===== src/rtl/uart_pkg.sv =====
// Shared UART definitions: FSM state encodings, parity modes and the parity helper.
// The BREAK state exists only when UART_TX_BREAK_EN is defined.
package uart_pkg;

  typedef enum logic [2:0] {
    IDLE   = 3'd0,
    START  = 3'd1,
    DATA   = 3'd2,
    PARITY = 3'd3,
    STOP1  = 3'd4,
    STOP2  = 3'd5
`ifdef UART_TX_BREAK_EN
    , BREAK = 3'd6
`endif
  } state_e;

  typedef enum logic [1:0] {
    PAR_NONE = 2'b00,
    PAR_EVEN = 2'b01,
    PAR_ODD  = 2'b10
  } par_mode_e;

  // Only the low 'width' bits of data contribute; mode 2'b11 behaves as none.
  function automatic logic parity_bit(input logic [1:0] mode,
                                      input logic [8:0] data,
                                      input int unsigned width);
    logic x;
    x = 1'b0;
    for (int unsigned i = 0; i < 9; i++) begin
      if (i < width) x = x ^ data[i];
    end
    case (mode)
      PAR_EVEN: return x;
      PAR_ODD:  return ~x;
      default:  return 1'b0;
    endcase
  endfunction

endpackage


===== src/rtl/uart_baud_en.sv =====
// Baud-rate divisor counter: runs 0..div-1 and strobes bit_end_o on the last cycle of
// each bit. clr_i realigns the count to zero; a divisor of 0 behaves as 1.
module uart_baud_en #(
  parameter int unsigned DIV_W = 16
) (
  input  logic             clk_i,
  input  logic             rst_n_i,
  input  logic             clr_i,
  input  logic [DIV_W-1:0] div_i,
  output logic             bit_end_o
);

  logic [DIV_W-1:0] cnt_q;
  logic [DIV_W-1:0] div_eff;

  always_comb begin
    div_eff = div_i;
    if (div_i == '0) div_eff = DIV_W'(1);
  end

  assign bit_end_o = (cnt_q == div_eff - DIV_W'(1));

  always_ff @(posedge clk_i) begin
    if (!rst_n_i) begin
      cnt_q <= '0;
    end else if (clr_i || bit_end_o) begin
      cnt_q <= '0;
    end else begin
      cnt_q <= cnt_q + DIV_W'(1);
    end
  end

endmodule


===== src/rtl/uart_tx_param.sv =====
// Parametrised UART transmitter with a one-entry holding register and shadowed config.
// Define UART_TX_BREAK_EN to add the send_break input and the BREAK state.
module uart_tx_param
  import uart_pkg::*;
#(
  parameter int unsigned DATA_W  = 8,
  parameter int unsigned DIV_W   = 16,
  parameter int unsigned RST_DIV = 434
) (
  input  logic              clk1,
  input  logic              rst_n,
  input  logic [DATA_W-1:0] tx_data,
  input  logic              tx_valid,
  output logic              tx_ready,
  input  logic [1:0]        cfg_parity,
  input  logic              cfg_stop2,
  input  logic [DIV_W-1:0]  cfg_div,
  output logic              tx,
  output logic              tx_busy,
  output logic              tx_done
`ifdef UART_TX_BREAK_EN
  ,
  input  logic              send_break
`endif
);

  localparam int unsigned IDX_W = 4;
  localparam logic [IDX_W-1:0] LAST_IDX = IDX_W'(DATA_W - 1);

  state_e            state_q;
  logic [DATA_W-1:0] hold_q;
  logic              hold_full_q;
  logic [DATA_W-1:0] shift_q;
  logic [IDX_W-1:0]  idx_q;
  logic [1:0]        par_q;
  logic              par_bit_q;
  logic              stop2_q;
  logic [DIV_W-1:0]  div_q;
  logic              tx_q;

  logic       bit_end;
  logic       final_stop;
  logic       accept;
  logic       launch;
  logic       par_en;
  logic       baud_clr;
  logic       par_calc;
  logic [8:0] data_ext;

  always_comb begin
    data_ext = '0;
    data_ext[DATA_W-1:0] = hold_q;
    par_calc = parity_bit(cfg_parity, data_ext, DATA_W);
  end

  assign par_en     = (par_q == PAR_EVEN) || (par_q == PAR_ODD);
  assign final_stop = (state_q == STOP2) || ((state_q == STOP1) && !stop2_q);
  assign accept     = tx_valid && tx_ready;
  // A waiting word launches from IDLE or directly off the final stop bit (no gap).
  assign launch     = hold_full_q && ((state_q == IDLE) || (final_stop && bit_end));

`ifdef UART_TX_BREAK_EN
  localparam logic [IDX_W-1:0] BRK_LAST = IDX_W'(DATA_W + 3);
  logic brk_start;
  assign brk_start = (state_q == IDLE) && !hold_full_q && send_break;
  assign baud_clr  = launch || brk_start;
  assign tx_ready  = !hold_full_q && (state_q != BREAK);
`else
  assign baud_clr  = launch;
  assign tx_ready  = !hold_full_q;
`endif

  assign tx      = tx_q;
  assign tx_busy = (state_q != IDLE);
  assign tx_done = final_stop && bit_end;

  uart_baud_en #(
    .DIV_W(DIV_W)
  ) u_baud (
    .clk_i    (clk1),
    .rst_n_i  (rst_n),
    .clr_i    (baud_clr),
    .div_i    (div_q),
    .bit_end_o(bit_end)
  );

  always_ff @(posedge clk1) begin
    if (!rst_n) begin
      state_q     <= IDLE;
      hold_q      <= '0;
      hold_full_q <= 1'b0;
      shift_q     <= '0;
      idx_q       <= '0;
      par_q       <= '0;
      par_bit_q   <= 1'b0;
      stop2_q     <= 1'b0;
      div_q       <= DIV_W'(RST_DIV);
      tx_q        <= 1'b1;
    end else begin
      if (accept) begin
        hold_q      <= tx_data;
        hold_full_q <= 1'b1;
      end else if (launch) begin
        hold_full_q <= 1'b0;
      end

      if (launch) begin
        state_q   <= START;
        shift_q   <= hold_q;
        idx_q     <= '0;
        par_q     <= cfg_parity;
        par_bit_q <= par_calc;
        stop2_q   <= cfg_stop2;
        div_q     <= cfg_div;
        tx_q      <= 1'b0;
      end
`ifdef UART_TX_BREAK_EN
      else if (brk_start) begin
        state_q <= BREAK;
        idx_q   <= '0;
        div_q   <= cfg_div;
        tx_q    <= 1'b0;
      end
`endif
      else if (bit_end) begin
        case (state_q)
          IDLE: ;
          START: begin
            tx_q    <= shift_q[0];
            shift_q <= shift_q >> 1;
            idx_q   <= '0;
            state_q <= DATA;
          end
          DATA: begin
            if (idx_q == LAST_IDX) begin
              idx_q <= '0;
              if (par_en) begin
                state_q <= PARITY;
                tx_q    <= par_bit_q;
              end else begin
                state_q <= STOP1;
                tx_q    <= 1'b1;
              end
            end else begin
              tx_q    <= shift_q[0];
              shift_q <= shift_q >> 1;
              idx_q   <= idx_q + IDX_W'(1);
            end
          end
          PARITY: begin
            state_q <= STOP1;
            tx_q    <= 1'b1;
          end
          STOP1: state_q <= stop2_q ? STOP2 : IDLE;
          STOP2: state_q <= IDLE;
`ifdef UART_TX_BREAK_EN
          // DATA_W+3 bit times low, then one bit time high before IDLE.
          BREAK: begin
            if (idx_q == BRK_LAST) begin
              state_q <= IDLE;
            end else begin
              idx_q <= idx_q + IDX_W'(1);
              if (idx_q == BRK_LAST - IDX_W'(1)) tx_q <= 1'b1;
            end
          end
`endif
          default: state_q <= IDLE;
        endcase
      end
    end
  end

endmodule

===== config.mk =====
export PLATFORM = sky130hd
export DESIGN_NAME = uart_tx_param
export DESIGN_NICKNAME = d
export VERILOG_FILES = /design/src/rtl/uart_pkg.sv /design/src/rtl/uart_baud_en.sv /design/src/rtl/uart_tx_param.sv
export SDC_FILE = /design/constraint.sdc
export NUM_CORES = 1
export LEC_CHECK = 0
export BUFFER_PORTS_ARGS = -buffer_cell sky130_fd_sc_hd__buf_2
export CELL_PAD_IN_SITES_DETAIL_PLACEMENT = 1
export CELL_PAD_IN_SITES_GLOBAL_PLACEMENT = 1
export CORE_ASPECT_RATIO = 1.25
export CORE_UTILIZATION = 45
export CTS_CLUSTER_SIZE = 12
export DETAILED_ROUTE_END_ITERATION = 10
export GPL_TIMING_DRIVEN = 0
export HOLD_SLACK_MARGIN = 0.05
export PLACE_DENSITY_LB_ADDON = 0.1
export RECOVER_POWER = 25
export SYNTH_ARGS = -nofsm -noshare
export SYNTH_HDL_FRONTEND = slang
export SYNTH_SLANG_ARGS = --single-unit

===== constraint.sdc =====
create_clock -name clk1 -period 5.4 [get_ports clk1]
set_input_delay 0.54 -clock clk1 [delete_from_list [all_inputs] [get_ports clk1]]
set_output_delay 0.54 -clock clk1 [all_outputs]
set_load 0.005 [all_outputs]

; After elaboration in Yosys (flattened, before gate mapping)
; Cells that the tools add are included.
[word_totals]
elab_cells = 86
output_inout_bits = 4
ramBits = 0
reg_bits = 61
memories = 0
inputBits = 30
latch_bits = 0
romBits = 0
[op_classes]
n_bitwise = 10
div = 0
mul = 0
magnitude_cmp = 0
shift = 0
n_mux = 21
n_reduce_logical = 25
n_eq_ne = 15
addsub = 3
[ops]
columns = op, n
row1 = 2-to-1 mux 8 bit, 3
row2 = "adder 16 x 1 -> 16 bit, second input constant", 1
row3 = equality test 16 bit, 1
row4 = zero test 16 bit, 1
row5 = 2-to-1 mux 16 bit, 1
row6 = case mux 8 bit (2 select lines), 1
row7 = "subtractor 16 x 1 -> 16 bit, second input constant", 1
row8 = case mux 3 bit (5 select lines), 1
row9 = 2-to-1 mux 3 bit, 3
row10 = AND reduction 3 bit, 3
row11 = 2-to-1 mux 1 bit, 8
row12 = case mux 4 bit (2 select lines), 1
row13 = XOR 1 bit, 7
row14 = "equality test 3 x 2 -> 1 bit, second input constant", 2
row15 = "equality test 3 bit, second input constant", 2
row16 = "!= test 3 x 2 -> 1 bit, second input constant", 2
row17 = nonzero test 2 bit, 3
row18 = nonzero test 3 bit, 2
row19 = "adder 4 x 1 -> 4 bit, second input constant", 1
row20 = "equality test 2 x 1 -> 1 bit, second input constant", 2
row21 = "equality test 2 bit, second input constant", 2
row22 = "equality test 4 x 3 -> 1 bit, second input constant", 1
row23 = logical AND 1 bit, 4
row24 = logical OR 1 bit, 4
row25 = 12 further kinds, 17

; Depth between registers and ports, before layout
[logic_depth]
ltp_word = 9
depth_mapped = 16
mapped_depth_nobuf = 13

; Modules after synthesis
; Synthesis repeated with hierarchy kept, for this count alone.
[unflattened]
hier_cells = 393
area_unflattened_um2 = 3184.3
[by_module_without_submodules]
columns = mod, area_each_um2, cells_per_inst, instances
row1 = uart_tx_param, 1931.9, 234, 1
row2 = uart_baud_en, 1252.5, 159, 1

; Worst setup path after synthesis
; Ideal clock, no wire load.
[synth_timing]
kind = register to register
start = register div_q[4]
end = register div_q[1]
arrival_time_ns = 4.086
path_stages_with_launch = 17
path_buffers = 3
period_less_slack_ns = 4.228
setup_ns = 0.141
slack_ns = 1.172
cell_sequence = dfxtp_1 -> or4_1 -> buf_2 -> or3_1 -> nor2_1 -> nor2_1 -> ha_1 -> or3b_2 -> nor2_2 -> xnor2_1 -> or4_4 -> a2111oi_4 -> nand3_1 -> o21ai_1 -> buf_4 -> buf_4 -> o211ai_1
[synth_via]
elab_chain_cells = 7
[synth_rtl]
columns = element, line
row1 = from (decl), uart_tx_param.sv:38  ; logic [DIV_W-1:0] div_q;
row2 = from (signal assigned), uart_tx_param.sv:97  ; div_q <= DIV_W'(RST_DIV);
row3 = from (signal assigned), uart_tx_param.sv:114  ; div_q <= cfg_div;
row4 = zero test 16 bit, uart_baud_en.sv:18  ; if (div_i == '0) div_eff = DIV_W'(1);
row5 = 2-to-1 mux 16 bit *, uart_baud_en.sv:18
row6 = subtractor 16 x 1 -> 16 bit *, uart_baud_en.sv:21  ; assign bit_end_o = (cnt_q == div_eff - DIV_W'(1));
row7 = equality test 16 bit *, uart_baud_en.sv:21
row8 = logical AND 1 bit *, uart_tx_param.sv:60  ; assign launch = hold_full_q && ((state_q == IDLE) || (final_stop && bit_end));
row9 = logical OR 1 bit *, uart_tx_param.sv:60
row10 = logical AND 1 bit *, uart_tx_param.sv:60
; Every way passes the cells marked *; elsewhere a longest branch is shown, timed or not.
; A chain may end at the register's enable or synchronous reset.

; Final worst setup path
[layout_timing]
start = register div_q[0]
end = register div_q[8]
; The elaborated chain is that of the path after synthesis.

==> run_results.csv <==
group,metric,value,unit
logic_synthesis,ys_ff_latch,61,
power_and_ir_drop,p_per_area,285,nW/um^2
worst_setup_path,cp_max_fo,10,
job,max-cap-violations,0,
drt,drtIter0Drc,119,
power_and_ir_drop,p_leak,1.58,nW
worst_setup_path,r2r_slack,370,ps
logic_synthesis,synth_area,3480,sq um
clock_tree,numClockSinks,61,
drt,drt_first_pass_iters,7,
timing,min_period_over_period,0.931,
logic_synthesis,synth_nets,454,
place,place_congestion,0.821,
finish,fillers,920,
clock_tree,clock_latency,350,ps
grt,grt_pass1_vias,3505,
clock_tree,post_cts_buffers,0,
drt,vias,3254,
status,status,"complete, no violations",
clock_tree,cts_max_level,3,
timing,finalHoldViolations,0,
worst_setup_path,cpMostUsedCell,"nor2_1",
finish,nets,497,
timing,slew_headroom,0.581,
finish,layout_commonest_cell,"dfxtp_1",
timing,setup_viol,0,
logic_synthesis,syn_avg_cell_area,8.27,sq um
worst_hold_path,hp-class,"input port to flop",
worst_setup_path,cp.arrival,5220,ps
grt,grt_max_degree,11,
worst_setup_path,r2r-end,"div_q[8]$_SDFFE_PN1N_",
logic_synthesis,synth_edf_count,0,
grt,grt_pass1_wl,16.7,mm
finish,drive_gt1_frac,0.128,
clock_tree,post_cts_resized,0,
drt,ant_nets,0,
worst_hold_path,hold_path_end,"hold_q[4]$_SDFFE_PN0P_",
finish,final_util,0.531,
grt,grt_use_total,0.273,
worst_hold_path,min-delay-start,"tx_data[4]",
drt,drcViolationCount,0,
worst_setup_path,end_kind,"flop",
timing,min_period,5030,ps
floorplan,die-area,8100,sq um
worst_hold_path,hold_depth,3,
logic_synthesis,yosys_warnings,0,
worst_setup_path,worst-setup-path-type,"flop to flop",
floorplan,die_w,80.7,microns
clock_tree,cts_hold_buf,0,
worst_setup_path,r2r_cells,16,
place,io_buffers,32,
worst_setup_path,critPathSlowestCell,"a2111oi_4",
worst_setup_path,cp_cell_sequence,"or4_1, clkbuf_1, or3_1, nor2_1, nor2_1, ha_1, or3b_2, nor2_1, xnor2_1, or4_4, a2111oi_4, nand3_1, o21ai_1, buf_4, buf_4, o211ai_1",
timing,setup_tns,0,ps
floorplan,placementRows,35,
clock_tree,path_clk_slew,70,ps
clock_tree,cts_tree,"done",
timing,fmax,199,MHz
logic_synthesis,synth_ff_type,"dfxtp_1",
worst_setup_path,worst_path_largest_cell_delay,550,ps
logic_synthesis,async_flop_share,0,
floorplan,fp.coreArea,7440,sq um
grt,grt-ovfl-total,0,
clock_tree,clockRootBuffer,"clkbuf_8",
worst_setup_path,cp_top_family,"simple AND/OR/NAND/NOR gates",
worst_setup_path,reg2reg_from,"div_q[0]$_SDFFE_PN0N_",
timing,finalMaxSlewViolations,0,
finish,antenna_cells,0,
logic_synthesis,ys_seq_area_frac,0.351,
finish,final_cell_mix,"61 x dfxtp_1, 49 x nor2_1, 43 x nand2_1, 33 x buf_2, 33 x mux2i_1",
drt,wl_per_cell,17.8,microns
finish,area_delta_synth_final,13.5,%
timing,rsz0062_at_grt,"false",
worst_setup_path,crit_buf_inv,3,
timing,finClkSkew,11.3,ps
drt,vias_per_cell,5.81,
drt,drt-total-wl,9.99,mm
logic_synthesis,ys_types,55,
floorplan,die_h,100,microns
timing,worst_pin_slew,626,ps
worst_setup_path,critPathRequiredTime,5590,ps
clock_tree,clockBufferDepth,2,
power_and_ir_drop,peakVddDrop,0.000157,V
worst_setup_path,cp-start-kind,"flop",
floorplan,initial_core_util,0.468,
grt,antenna_found_initial,0,
place,dp_hpwl,7.49,mm
clock_tree,cts_buffers,9,
logic_synthesis,synth_cells,421,
floorplan,io_pins,34,
cell type report:
type,instances,area [sq um],area share
clock inverter,4,47.5,0.0120
inverter,14,52.6,0.0133
tap,92,115,0.0291
clock buffer,11,151,0.0383
sequential,61,1220,0.309
multi-input combinational,324,2110,0.534
buffer,22,96.3,0.0244
timing repair buffer,32,159,0.0402
Yosys cell counts (2+ instances only):
master / n / area share
o31ai_1: 2 / 0.0043
a311oi_1: 2 / 0.0050
buf_4: 3 / 0.0065
or4_1: 6 / 0.013
a31oi_1: 2 / 0.0036
o21ai_0: 17 / 0.024
buf_2: 2 / 0.0029
and3_1: 8 / 0.014
nand2_1: 43 / 0.046
nor4_1: 8 / 0.014
nor2b_1: 4 / 0.0072
o21a_1: 2 / 0.0043
nor2_1: 48 / 0.052
or2_2: 2 / 0.0036
inv_1: 13 / 0.014
xor2_1: 16 / 0.040
nand3_1: 21 / 0.030
nand4_1: 5 / 0.0090
a211oi_1: 5 / 0.011
nor3_1: 8 / 0.011
and4_1: 2 / 0.0050
o21ai_1: 2 / 0.0029
or3_1: 7 / 0.013
o221ai_1: 7 / 0.018
clkbuf_1: 16 / 0.017
o211ai_1: 7 / 0.015
dfxtp_1: 61 / 0.35
nand4b_1: 7 / 0.018
ha_1: 3 / 0.011
a21oi_1: 13 / 0.019
xnor2_1: 23 / 0.058
mux2i_1: 33 / 0.095
state kept, by name (all words and copies together), names as in the netlist, 2 cells and up:
name and count:
idx_q 4, u_baud.cnt_q 16, hold_q 8, par_q 2, state_q 3, div_q 16
shift_q 8
logic make-up after synthesis:
family / count (synthesis) / synth area share
buffers and inverters: 36 / 0.0427
muxes: 33 / 0.0948
xor gates and xnor gates: 39 / 0.0981
and+or+nand+nor: 179 / 0.262
AOI/OAI and AO/OA: 70 / 0.141
adders and majority gates: 3 / 0.0108
DFF: 61 / 0.351
where the power goes:
part	switching, W	internal, W
Combinational	0.000119	0.0000835
Sequential	0.0000274	0.000476
Clock	0.000186	0.000234
Total	0.000332	0.000794
worst reg2reg max path, stage by stage (launching register included):
cell	delay, ps
dfxtp_1	380
or4_1	530
clkbuf_1	190
or3_1	370
nor2_1	330
nor2_1	80
ha_1	250
or3b_2	270
nor2_1	70
xnor2_1	130
or4_4	540
a2111oi_4	550
nand3_1	350
o21ai_1	270
buf_4	260
buf_4	220
o211ai_1	100
worst max path at each step:
stage | from | to | cells past startpoint
2_1_floorplan | div_q[4]$_SDFFE_PN1N_ | div_q[1]$_SDFFE_PN1N_ | 16
3_5_place_dp | div_q[0]$_SDFFE_PN0N_ | div_q[8]$_SDFFE_PN1N_ | 16
6_report | div_q[0]$_SDFFE_PN0N_ | div_q[8]$_SDFFE_PN1N_ | 16
3_3_place_gp | div_q[0]$_SDFFE_PN0N_ | div_q[8]$_SDFFE_PN1N_ | 16
5_1_grt | div_q[0]$_SDFFE_PN0N_ | div_q[8]$_SDFFE_PN1N_ | 16
4_1_cts | div_q[0]$_SDFFE_PN0N_ | div_q[8]$_SDFFE_PN1N_ | 16
layer usage:
metal  vias to the layer above  global-route usage  share of wire
met5                         -                   0              0
met3                        20              0.0409          0.027
met1                      1579               0.289           0.42
met2                        58               0.514           0.53
met4                         0               0.133          0.024
li1                       1597                   -              -
through the flow:
stage / hold WS, ps / worst slack, ps / cell area [sq um] / power, W / cells
2_1_floorplan: 435 / 1170 / 3480 / 0.000653 / 421
3_3_place_gp: 457 / 538 / 3760 / 0.000706 / 545
3_5_place_dp: 473 / 453 / 3760 / 0.000715 / 545
4_1_cts: 428 / 398 / 3960 / 0.00113 / 560
5_1_grt: 438 / 93.7 / 3950 / 0.00118 / 560
6_report: 429 / 371 / 3950 / 0.00113 / 560
No activity file was read; power rests on OpenSTA's default activity.
